File: src/rtl/hazard_ctrl.sv
`timescale 1ns/1ps
`default_nettype none
// +------------------------------------------------------------------+
// | hazard_ctrl: load-use, branch and memory-hold pipeline control    |
// | Rev 1.0                                                           |
// +------------------------------------------------------------------+
module hazard_ctrl #(
  parameter int CNT_W = 16
) (
  input  logic             clk,
  input  logic             rst,
  input  logic             ena,
  input  logic [31:0]      instr_id,
  input  logic             ex_mem_to_reg,
  input  logic [4:0]       ex_rt,
  input  logic             mem_busy,
  input  logic             br_resolved,
  output logic             pc_ena,
  output logic             ifid_ena,
  output logic             flush_ifid,
  output logic             stop,
  output logic [1:0]       state,
  output logic [CNT_W-1:0] stall_cnt
);

  typedef enum logic [1:0] {
    ST_RUN     = 2'b00,
    ST_BR_WAIT = 2'b01,
    ST_HOLD    = 2'b10,
    ST_BAD     = 2'b11
  } state_t;

  localparam logic [5:0]       C_OP_BEQ  = 6'b000100;
  localparam logic [5:0]       C_OP_BNE  = 6'b000101;
  localparam logic [CNT_W-1:0] C_CNT_MAX = {CNT_W{1'b1}};
  localparam logic [CNT_W-1:0] C_CNT_ONE = {{(CNT_W-1){1'b0}}, 1'b1};

  state_t           r_state;
  state_t           w_state_nxt;
  state_t           r_ret;
  state_t           w_ret_nxt;
  logic             r_pend;
  logic             w_pend_nxt;
  logic [CNT_W-1:0] r_cnt;

  logic w_load_use;
  logic w_branch;
  logic w_pc_ena;
  logic w_ifid_ena;
  logic w_flush;
  logic w_stop;
  logic w_unused;

  assign w_load_use = ex_mem_to_reg && (ex_rt != 5'd0) &&
                      ((ex_rt == instr_id[25:21]) || (ex_rt == instr_id[20:16]));
  assign w_branch   = (instr_id[31:26] == C_OP_BEQ) || (instr_id[31:26] == C_OP_BNE);

  // Immediate and offset fields play no part in hazard detection.
  assign w_unused = ^instr_id[15:0];

  always_comb begin
    w_state_nxt = r_state;
    w_ret_nxt   = r_ret;
    w_pend_nxt  = r_pend;
    w_pc_ena    = 1'b0;
    w_ifid_ena  = 1'b0;
    w_flush     = 1'b0;
    w_stop      = 1'b0;
    if (!rst) begin
      w_stop = 1'b1;
    end else if (ena) begin
      case (r_state)
        ST_RUN: begin
          if (mem_busy) begin
            w_state_nxt = ST_HOLD;
            w_ret_nxt   = ST_RUN;
          end else if (w_load_use) begin
            w_stop = 1'b1;
          end else if (w_branch) begin
            w_ifid_ena  = 1'b1;
            w_flush     = 1'b1;
            w_state_nxt = ST_BR_WAIT;
          end else begin
            w_pc_ena   = 1'b1;
            w_ifid_ena = 1'b1;
          end
        end
        ST_BR_WAIT: begin
          if (mem_busy) begin
            w_state_nxt = ST_HOLD;
            w_ret_nxt   = ST_BR_WAIT;
            // A resolution coinciding with the hold must not be lost.
            if (br_resolved) begin
              w_pend_nxt = 1'b1;
            end
          end else begin
            w_ifid_ena = 1'b1;
            w_flush    = 1'b1;
            w_stop     = 1'b1;
            if (br_resolved || r_pend) begin
              w_pc_ena    = 1'b1;
              w_pend_nxt  = 1'b0;
              w_state_nxt = ST_RUN;
            end
          end
        end
        ST_HOLD: begin
          if (br_resolved && (r_ret == ST_BR_WAIT)) begin
            w_pend_nxt = 1'b1;
          end
          if (!mem_busy) begin
            w_state_nxt = r_ret;
          end
        end
        default: begin
          w_state_nxt = ST_RUN;
          w_pend_nxt  = 1'b0;
        end
      endcase
    end
  end

  always_ff @(posedge clk or negedge rst) begin
    if (!rst) begin
      r_state <= ST_RUN;
      r_ret   <= ST_RUN;
      r_pend  <= 1'b0;
    end else begin
      r_state <= w_state_nxt;
      r_ret   <= w_ret_nxt;
      r_pend  <= w_pend_nxt;
    end
  end

  // w_stop is already zero whenever ena is low, so no separate ena term.
  always_ff @(posedge clk or negedge rst) begin
    if (!rst) begin
      r_cnt <= '0;
    end else if (w_stop && (r_cnt != C_CNT_MAX)) begin
      r_cnt <= r_cnt + C_CNT_ONE;
    end
  end

  assign pc_ena     = w_pc_ena;
  assign ifid_ena   = w_ifid_ena;
  assign flush_ifid = w_flush;
  assign stop       = w_stop;
  assign state      = r_state;
  assign stall_cnt  = r_cnt;

endmodule

`default_nettype wire
File: config.mk
export PLATFORM = sky130hd
export DESIGN_NAME = hazard_ctrl
export DESIGN_NICKNAME = d
export VERILOG_FILES = /design/src/rtl/hazard_ctrl.sv
export SDC_FILE = /design/constraint.sdc
export NUM_CORES = 1
export LEC_CHECK = 0
export CAP_MARGIN = 20
export CORE_MARGIN = 10
export CORE_UTILIZATION = 40
export DETAILED_ROUTE_END_ITERATION = 8
export GPL_ROUTABILITY_DRIVEN = 0
export GPL_TIMING_DRIVEN = 0
export MAX_ROUTING_LAYER = met4
export PLACE_DENSITY_LB_ADDON = 0.1
export SETUP_SLACK_MARGIN = 0.3
export SYNTH_ARGS = -nofsm -noshare
export SYNTH_HDL_FRONTEND = slang
export SYNTH_SLANG_ARGS = --single-unit
File: constraint.sdc
create_clock -name clk -period 2.6 [get_ports clk]
set_input_delay 0.26 -clock clk [delete_from_list [all_inputs] [get_ports clk]]
set_output_delay 0.26 -clock clk [all_outputs]
set_load 0.05 [all_outputs]
==> metrics.yaml <==
outcome:
  status: "finished clean"
routing:
  ant_nets: 0
  viasPerCell: 5.00
  drt-pass1-iter-count: 4
  route.detailed.drc: 0
  wirelength_mm: 3.46
  dr.first_iter.drc_count: 42
  vias: 1209
  wire_per_inst_um: 14.3
critical_path:
  crit_fanout: 3
  worstPathRequired_ns: 2.34
  cp-endpoint: "ifid_ena"
  worstPathArrival_ns: 1.91
  slowest_stage: "or4_1"
  crit_type: "in -> out"
  cp_slowest_stage_delay_ns: 0.55
  r2r-start: "stall_cnt[0]$_DFFE_PN0P_"
  critPathTopFamily: "simple AND/OR/NAND/NOR gates"
  worst_setup_path_start_kind: "primary input"
  rr_worst_depth: 7
  cp.depth: 8
  crit_buf_inv: 3
  r2r-end: "stall_cnt[1]$_DFFE_PN0P_"
  reg2reg_slack_ns: 0.45
  crit_start: "ex_rt[1]"
  worstSetupEndpointType: "output port"
  cp_cell_sequence: "dlygate4sd2_1, or4_1, o21ai_2, inv_1, nand2_2, nand2_1, a211oi_2, buf_6"
synth:
  ys_seq_elements: 20
  yosys_most_used_dff: "dfrtp_1"
  synthTopCellsByCount: "dfrtp_1 (20), nand2_1 (19), xnor2_1 (15)"
  synth_edf_count: 0
  ys.warnings.count: 0
  synthTopCellsByArea: "dfrtp_1 (38%), xnor2_1 (9.9%), xor2_1 (6.6%)"
  synth_most_common_cell: "dfrtp_1"
  syn_inst: 144
  synth_fp_nets: 192
  syn_area_sq_um: 1330
  synth.distinct_cells: 35
  yosysTopAreaCell: "dfrtp_1"
  synth.avg_cell_area_sq_um: 9.24
  async_reset_ff_share_pct: 100
  synth-seq-area-share_pct: 37.6
  synth_top_cell_area_share_pct: 37.6
grt:
  grt_pass1_wl_mm: 5.83
  grtUsageTotal_pct: 11.6
  grt_pass1_vias: 1195
  antenna_found_initial: 0
  grt_max_degree: 25
  overflow: 0
job:
  cap_viol_max_count: 0
sta:
  tns_ns: 0
  timing.final.crit_period_ns: 2.17
  rsz0062_at_grt: "no"
  drv_slew: 0
  worst_slew_pin_slew_ns: 0.521
  fin_crit_sh_pct: 83.3
  fmax_mhz: 462
  finClkSkew_ns: 0.00222
  slew-limit-headroom_pct: 65.2
  hold_viol: 0
  finalSetupViolations: 0
clock_tree:
  cts_tree: "built"
  clock_latency_ns: 0.29
  cts.reportedPaths.clkPinSlew_ns: 0.11
  cts_buffers: 3
  cts_root_buf: "clkbuf_4"
  cts_max_level: 1
  clock_path_buffers: 2
  clock-sinks: 20
power_and_ir_drop:
  power.total_mw: 1.70
  p_comb_share_pct: 58.0
  seqPwrFrac_pct: 31.9
  power_density_nw_per_um2: 863
  switching_share_pct: 48.9
  power.internal_uw: 869
  p_leak_nw: 0.771
  ir_worst_vdd_v: 0.000689
  pwr-share-clk_pct: 10.1
  switchingPower_uw: 832
placed_design:
  place_inst: 234
  hpwl_mm: 2.76
  port_buffers: 46
die:
  ioPinCount: 65
  die_area_sq_um: 6040
  initial_utilization_pct: 42.6
  die_y_um: 77.7
  fp-row-count: 20
  core_area_sq_um: 3130
  die_w_um: 77.7
cells_and_area:
  fillCellCount: 270
  instances_no_fill: 242
  syn2layout_area_growth_pct: 48.0
  final_layout_size_suffix_gt1_share_pct: 16.2
  final_core_util_pct: 63.0
  antenna_cells: 0
  fin_nets: 247
hold_path:
  hp-class: "in -> async"
[worst min-delay path by stage]
stage | from | endpoint | slack [ns] | depth (start not counted)
2_1_floorplan | rst | r_pend$_DFFE_PN0P_ | -0.04 | 0
3_3_place_gp | stall_cnt[13]$_DFFE_PN0P_ | stall_cnt[13]$_DFFE_PN0P_ | 0.49 | 1
3_5_place_dp | stall_cnt[13]$_DFFE_PN0P_ | stall_cnt[13]$_DFFE_PN0P_ | 0.49 | 1
4_1_cts | rst | stall_cnt[13]$_DFFE_PN0P_ | 0.27 | 1
5_1_grt | rst | r_ret[0]$_DFFE_PN0P_ | 0.11 | 2
6_report | rst | stall_cnt[5]$_DFFE_PN0P_ | 0.12 | 2
[cell type report]
class	instances	area, sq um	share of cell area (%)
inverters	8	30.0	1.52
clock buffers	4	36.3	1.84
multi-input cells	114	823	41.8
well taps	44	55.1	2.79
plain buffers	2	15.0	0.762
repair buffers	50	508	25.8
flip-flops and latches	20	503	25.5
[cells in the final DEF, fill, tap and decap left out, types with 2 or more instances in the layout]
master / n
dfrtp_1: 18
o21ai_0: 3
and3_1: 2
a21oi_1: 6
clkbuf_4: 3
xnor2_1: 15
nor2b_1: 2
xor2_1: 10
or4_1: 2
clkdlybuf4s50_1: 37
dfrtp_2: 2
nand2_1: 18
nor3_2: 4
nand3_1: 8
ha_1: 3
buf_4: 4
inv_1: 8
ha_2: 2
dlygate4sd2_1: 4
nor2_1: 7
buf_6: 3
nand2b_1: 3
nor4_1: 3
nor3_1: 4
o211ai_1: 3
[worst register-to-register path, stage by stage, from the launching register on]
cell and delay (ns):
dfrtp_1 0.43, ha_1 0.24, and3_1 0.20, and3_1 0.20
a311oi_2 0.34, a21oi_4 0.14, buf_6 0.17, mux2_1 0.31
[routing by layer]
| metal | vias to the layer above | track usage (%) | wire length (um) |
|---|---|---|---|
| met5 | - | - | 0 |
| met4 | 0 | 2.19 | 12 |
| met3 | 2 | 1.73 | 90 |
| met2 | 26 | 20.7 | 1830 |
| met1 | 575 | 13.5 | 1520 |
| li1 | 606 | - | - |
[power groups by stage]
stage                     combinational [mW]  sequential (mW)  clock (mW)
after detailed placement               0.978            0.550           0
after floorplan                        0.338            0.849           0
after CTS                              0.983            0.543       0.181
final                                  0.986            0.543       0.172
after global routing                    1.06            0.564       0.196
after global placement                 0.963            0.544           0
[state kept, by name, indices dropped and copies added (netlist names)]
signal and flops:
r_ret 1, stall_cnt 16, r_pend 1, state 2
[kinds of logic (layout without fill, tap and decap cells)]
logic type | Yosys count | in the layout | share of synthesized area (%)
buf+inv | 10 | 64 | 3.38
mux | 2 | 2 | 1.69
xor+xnor | 25 | 25 | 16.4
fa+ha+maj | 5 | 5 | 4.70
compound gates | 22 | 22 | 11.9
simple gates | 60 | 60 | 24.2
flops | 20 | 20 | 37.6
[through the flow]
step	instance area [sq um]	hold slack, ns	setup WS [ns]
6_report	1970	0.118	0.435
5_1_grt	1970	0.106	0.309
4_1_cts	1910	0.267	0.291
3_5_place_dp	1860	0.493	-0.619
3_3_place_gp	1860	0.491	-0.574
2_1_floorplan	1340	-0.0356	0.310
[repair_timing]
item / CTS / global route
pin swaps: 3 / 2
gates resized for setup: 31 / 8
hold endpoints to repair: 0 / 2
setup endpoints to repair: 7 / 18
hold buffers: 0 / 1
setup buffers: 2 / 0
Power figures use the tool's default switching activity.
==> RTL edit 1: new RTL, config.mk and constraints unchanged <==
Change the parameter `CNT_W` from 16 to 32.
--- a/src/rtl/hazard_ctrl.sv
+++ b/src/rtl/hazard_ctrl.sv
@@ -7,3 +7,3 @@
 module hazard_ctrl #(
-  parameter int CNT_W = 16
+  parameter int CNT_W = 32
 ) (
Ports: changed (resized stall_cnt); port bits go from 65 to 81. The function was not compared with the original's and may differ.
==> RTL edit 1 against the unedited design <==
  * Sequential power grew 39%
  * Clock skew is 2.0 ps higher
  * Register-to-register slack lost 40 ps
  * Wire length increased by 62%
  * Non-clock buffer count rose by 22
  * Worst setup slack got worse by 28 ps
  * Total power increased by 25%
  * Highest routed layer unchanged
  * Synthesized area is 60% higher
  * Design area grew 55%
  * Sequential cell count rose by 16
==> RTL edit 1: results (changes against the unedited design) <==
stage,metric,value,unit,change
status,run_status,completed,,unchanged
detailed_routing,drtPass1Iterations,4,,unchanged
detailed_routing,drt_iter0_markers,81,,was 42
final_layout,drive_above_1_share,0.2083,,was 0.1616
cts,clk_path_buf_depth,2,,unchanged
final_layout,fin_cells,358,,was 242
final_layout,largest_register_ffs,32,,was 16
synthesis,yosysSeqAreaShare,0.4230,,was 0.3759
place,dp.cells,344,,was 234
cts,cts_buffers,5,,was 3
cts,clkTransAtPathRegs,70,ps,was 110 ps
cts,insertion_delay,280,ps,
grt,track_usage,0.1296,,was 0.1163
detailed_routing,vias_per_cell,5.165,,was 4.996
synthesis,ys_warn_count,0,,unchanged
critical_path,cp-startpoint,state[1],,was ex_rt[1]
synthesis,ys_top_cells_by_count,"dfrtp_1, xnor2_1, nand2_1, nand4_1",,"was dfrtp_1, nand2_1, xnor2_1, xor2_1"
detailed_routing,wl,5601,µm,was 3460 µm
timing,tightest_slew,867.0,ps,was 520.5 ps
cts,ctsRootBufferMaster,clkbuf_8,,was clkbuf_4
place,placedInstanceArea,0.002853,mm²,was 0.001859 mm²
timing,clock_skew,4.207,ps,was 2.215 ps
synthesis,synthTopCellsByArea,"dfrtp_1, xnor2_1, xor2_1",,unchanged
place,dp_hpwl,4028,µm,was 2760 µm
critical_path,r2r_cells,12,,was 7
cts,htreeDepth,2,,was 1
synthesis,synthDistinctLibCells,43,,was 35
final_layout,n_antenna_cell,0,,unchanged
grt,grt_max_degree,41,,was 25
critical_path,critPathSlowestCell,dfrtp_2,,was or4_1
power_and_ir_drop,p_sw_frac,0.4121,,was 0.4891
critical_path,crit_end,stall_cnt[12],,was ifid_ena
place,pre_cts_ws,-534.6,ps,was -618.9 ps
critical_path,r2r_slack,410,ps,was 450 ps
final_layout,fillers,468,,was 270
grt,antenna_found_initial,0,,unchanged
critical_path,cp_max_fo,10,,was 3
power_and_ir_drop,peakVddDrop,527.6,µV,was 688.7 µV
synthesis,async_flop_share,1.000,,unchanged
final_layout,fin_nets,335,,was 247
synthesis,syn_inst,212,,was 144
synthesis,synthesis.nets,260,,was 192
critical_path,arrival,2390,ps,was 1910 ps
grt,grt_pass1_vias,1859,,was 1195
critical_path,slowest_delay,440,ps,was 550 ps
place,portBuffers,62,,was 46
power_and_ir_drop,power.leakage,1.312,nW,was 0.7708 nW
grt,grt_pass1_wl,9032,µm,was 5830 µm
timing,finalWorstSetupSlack,406.5,ps,was 435.0 ps
critical_path,cp_top_family,simple AND/OR/NAND/NOR gates,,unchanged
worst_hold_path,hp-class,in2async,,unchanged
timing,hold_ws,93.36,ps,was 117.9 ps
-- RTL edit 1: layout make-up --
type	instances	area, µm²	area share
sequential	36	905.9	0.2956
timing repair buffer	68	644.4	0.2103
tap	70	87.58	0.02858
inverter	7	28.78	0.009392
clock inverter	1	5.005	0.001633
multi-input combinational	163	1267	0.4136
buffer	6	48.80	0.01592
clock buffer	7	76.32	0.02491
-- RTL edit 1: worst min path at each step --
stage,start,to,depth (start not counted)
3_3_place_gp,stall_cnt[26],stall_cnt[26],1
2_1_floorplan,rst,r_pend,0
3_5_place_dp,rst,stall_cnt[20],1
4_1_cts,rst,stall_cnt[31],1
5_1_grt,rst,stall_cnt[13],1
6_report,rst,stall_cnt[21],1
-- RTL edit 1: timing repair --
| action | in CTS | in global routing |
|---|---|---|
| buffers inserted | 0 | 6 |
| gates resized for setup | 35 | 22 |
| pin swaps | 0 | 7 |
| endpoints found under the setup margin | 15 | 28 |
-- RTL edit 1: logic make-up after synthesis --
group	share of synthesized area
AOI/OAI and AO/OA	0.06757
DFF	0.4230
buffers and inverters	0.03231
and+or+nand+nor	0.2791
xor gates and xnor gates	0.1686
adders and majority gates	0.02938
-- RTL edit 1: power by group through the flow --
stage	Combinational (mW)	Sequential (mW)	Clock, mW
2_1_floorplan	0.368	0.965	0
3_3_place_gp	0.865	0.756	0
3_5_place_dp	0.869	0.756	0
4_1_cts	0.907	0.746	0.392
5_1_grt	1.07	0.768	0.417
6_report	0.998	0.754	0.376
-- RTL edit 1: layer usage --
metal	vias up	track usage	wire [µm]
li1	895	-	-
met4	0	0.03728	34
met2	60	0.1951	2563
met3	4	0.03390	314
met1	890	0.1669	2689
met5	-	-	0
==> RTL edit 2: new RTL, same settings <==
Without the edit above. Make the reset (`rst`) synchronous in 2 clocked blocks.
--- a/src/rtl/hazard_ctrl.sv
+++ b/src/rtl/hazard_ctrl.sv
@@ -122,3 +122,3 @@
 
-  always_ff @(posedge clk or negedge rst) begin
+  always_ff @(posedge clk) begin
     if (!rst) begin
@@ -135,3 +135,3 @@
   // w_stop is already zero whenever ena is low, so no separate ena term.
-  always_ff @(posedge clk or negedge rst) begin
+  always_ff @(posedge clk) begin
     if (!rst) begin
Function: differs if rst is asserted again (counterexample within 4 cycles, from zero or initial values and one cycle with rst low); with rst held inactive, the same outputs for 10 cycles.
==> RTL edit 2 against the unedited design <==
  * Worst setup slack improved by 2.9 ps
  * Design area fell by 0.25%
  * Wire length rose by 17%
  * First-iteration DRC count is 98% higher
  * Via count rose by 17%
  * Sequential cell count stayed put
  * Highest routed layer unchanged
  * Critical path type unchanged
  * Synthesized area increased by 1.1%
Power is not compared: it rests on default switching activity, and its combinational part moved more than twofold at a synthesized area within 25%.
==> RTL edit 2: results (changes against the unedited design) <==
stage,metric,value,unit,change
critical_path,r2r_slack,470,ps,was 450 ps
synthesis,ys_top_cells_by_count,"dfxtp_1, a21oi_1, nand2_1, nand3_1, xnor2_1",,"was dfrtp_1, nand2_1, xnor2_1, xor2_1"
timing,tightest_slew,512.7,ps,was 520.5 ps
critical_path,reg2reg_to,stall_cnt[1],,unchanged
worst_hold_path,hp-class,in2reg,,was in2async
synthesis,yosysSeqAreaShare,0.2974,,was 0.3759
grt,use_met2,0.2131,,was 0.2073
synthesis,synth_xor_area_frac,0.07156,,was 0.1645
detailed_routing,vias,1409,,was 1209
critical_path,r2r_cells,10,,was 7
timing,hold_ws,425.3,ps,was 117.9 ps
place,pre_cts_ws,-446.2,ps,was -618.9 ps
synthesis,synthTopCellsByArea,"dfxtp_1, xnor2_1, a21oi_1",,"was dfrtp_1, xnor2_1, xor2_1"
synthesis,synthDistinctLibCells,39,,was 35
final_layout,fin_cells,263,,was 242
status,run_status,completed,,unchanged
synthesis,synthesis.nets,214,,was 192
timing,max_freq,0.4625,GHz,was 0.4619 GHz
synthesis,synthAdderAreaFrac,0.04647,,was 0.04699
grt,grt_util_met3,0.03417,,was 0.01728
grt,grt_pass1_vias,1324,,was 1195
detailed_routing,drt_iter0_markers,83,,was 42
grt,grt_max_degree,13,,was 25
synthesis,synthMuxAreaShare,0.04461,,was 0.01692
synthesis,async_flop_share,0,,was 1.000
critical_path,crit_end,pc_ena,,was ifid_ena
==> RTL edit 2: final cells by class <==
cell class	count	area, µm²
inverters	8	30.03
repair buffers	47	461.7
flip-flops and latches	20	402.9
clock buffers	3	22.52
fillers	324	1319
well taps	46	57.56
multi-input cells	132	919.6
clock inverters	1	30.03
plain buffers	6	41.29
==> RTL edit 2: worst register-to-register path, stage by stage (launching register included) <==
cell,delay (ps)
dfxtp_1,410
inv_1,80
ha_1,270
nor2b_2,210
a21oi_1,210
nor2_1,100
a21oi_4,180
buf_6,180
buf_8,140
mux2i_1,180
nor2_1,50
==> RTL edit 2: per-layer routing <==
| metal | vias to the layer above | routed length [µm] |
|---|---|---|
| met5 | - | 0 |
| met4 | 0 | 14 |
| met3 | 2 | 166 |
| met2 | 35 | 1993 |
| met1 | 651 | 1883 |
| li1 | 721 | - |
==> RTL edit 2: what timing repair did <==
action	in CTS	in global routing
hold endpoints to repair	0	0
setup endpoints to repair	6	16
buffers inserted	0	1
hold buffers	0	0
resized for setup	29	9
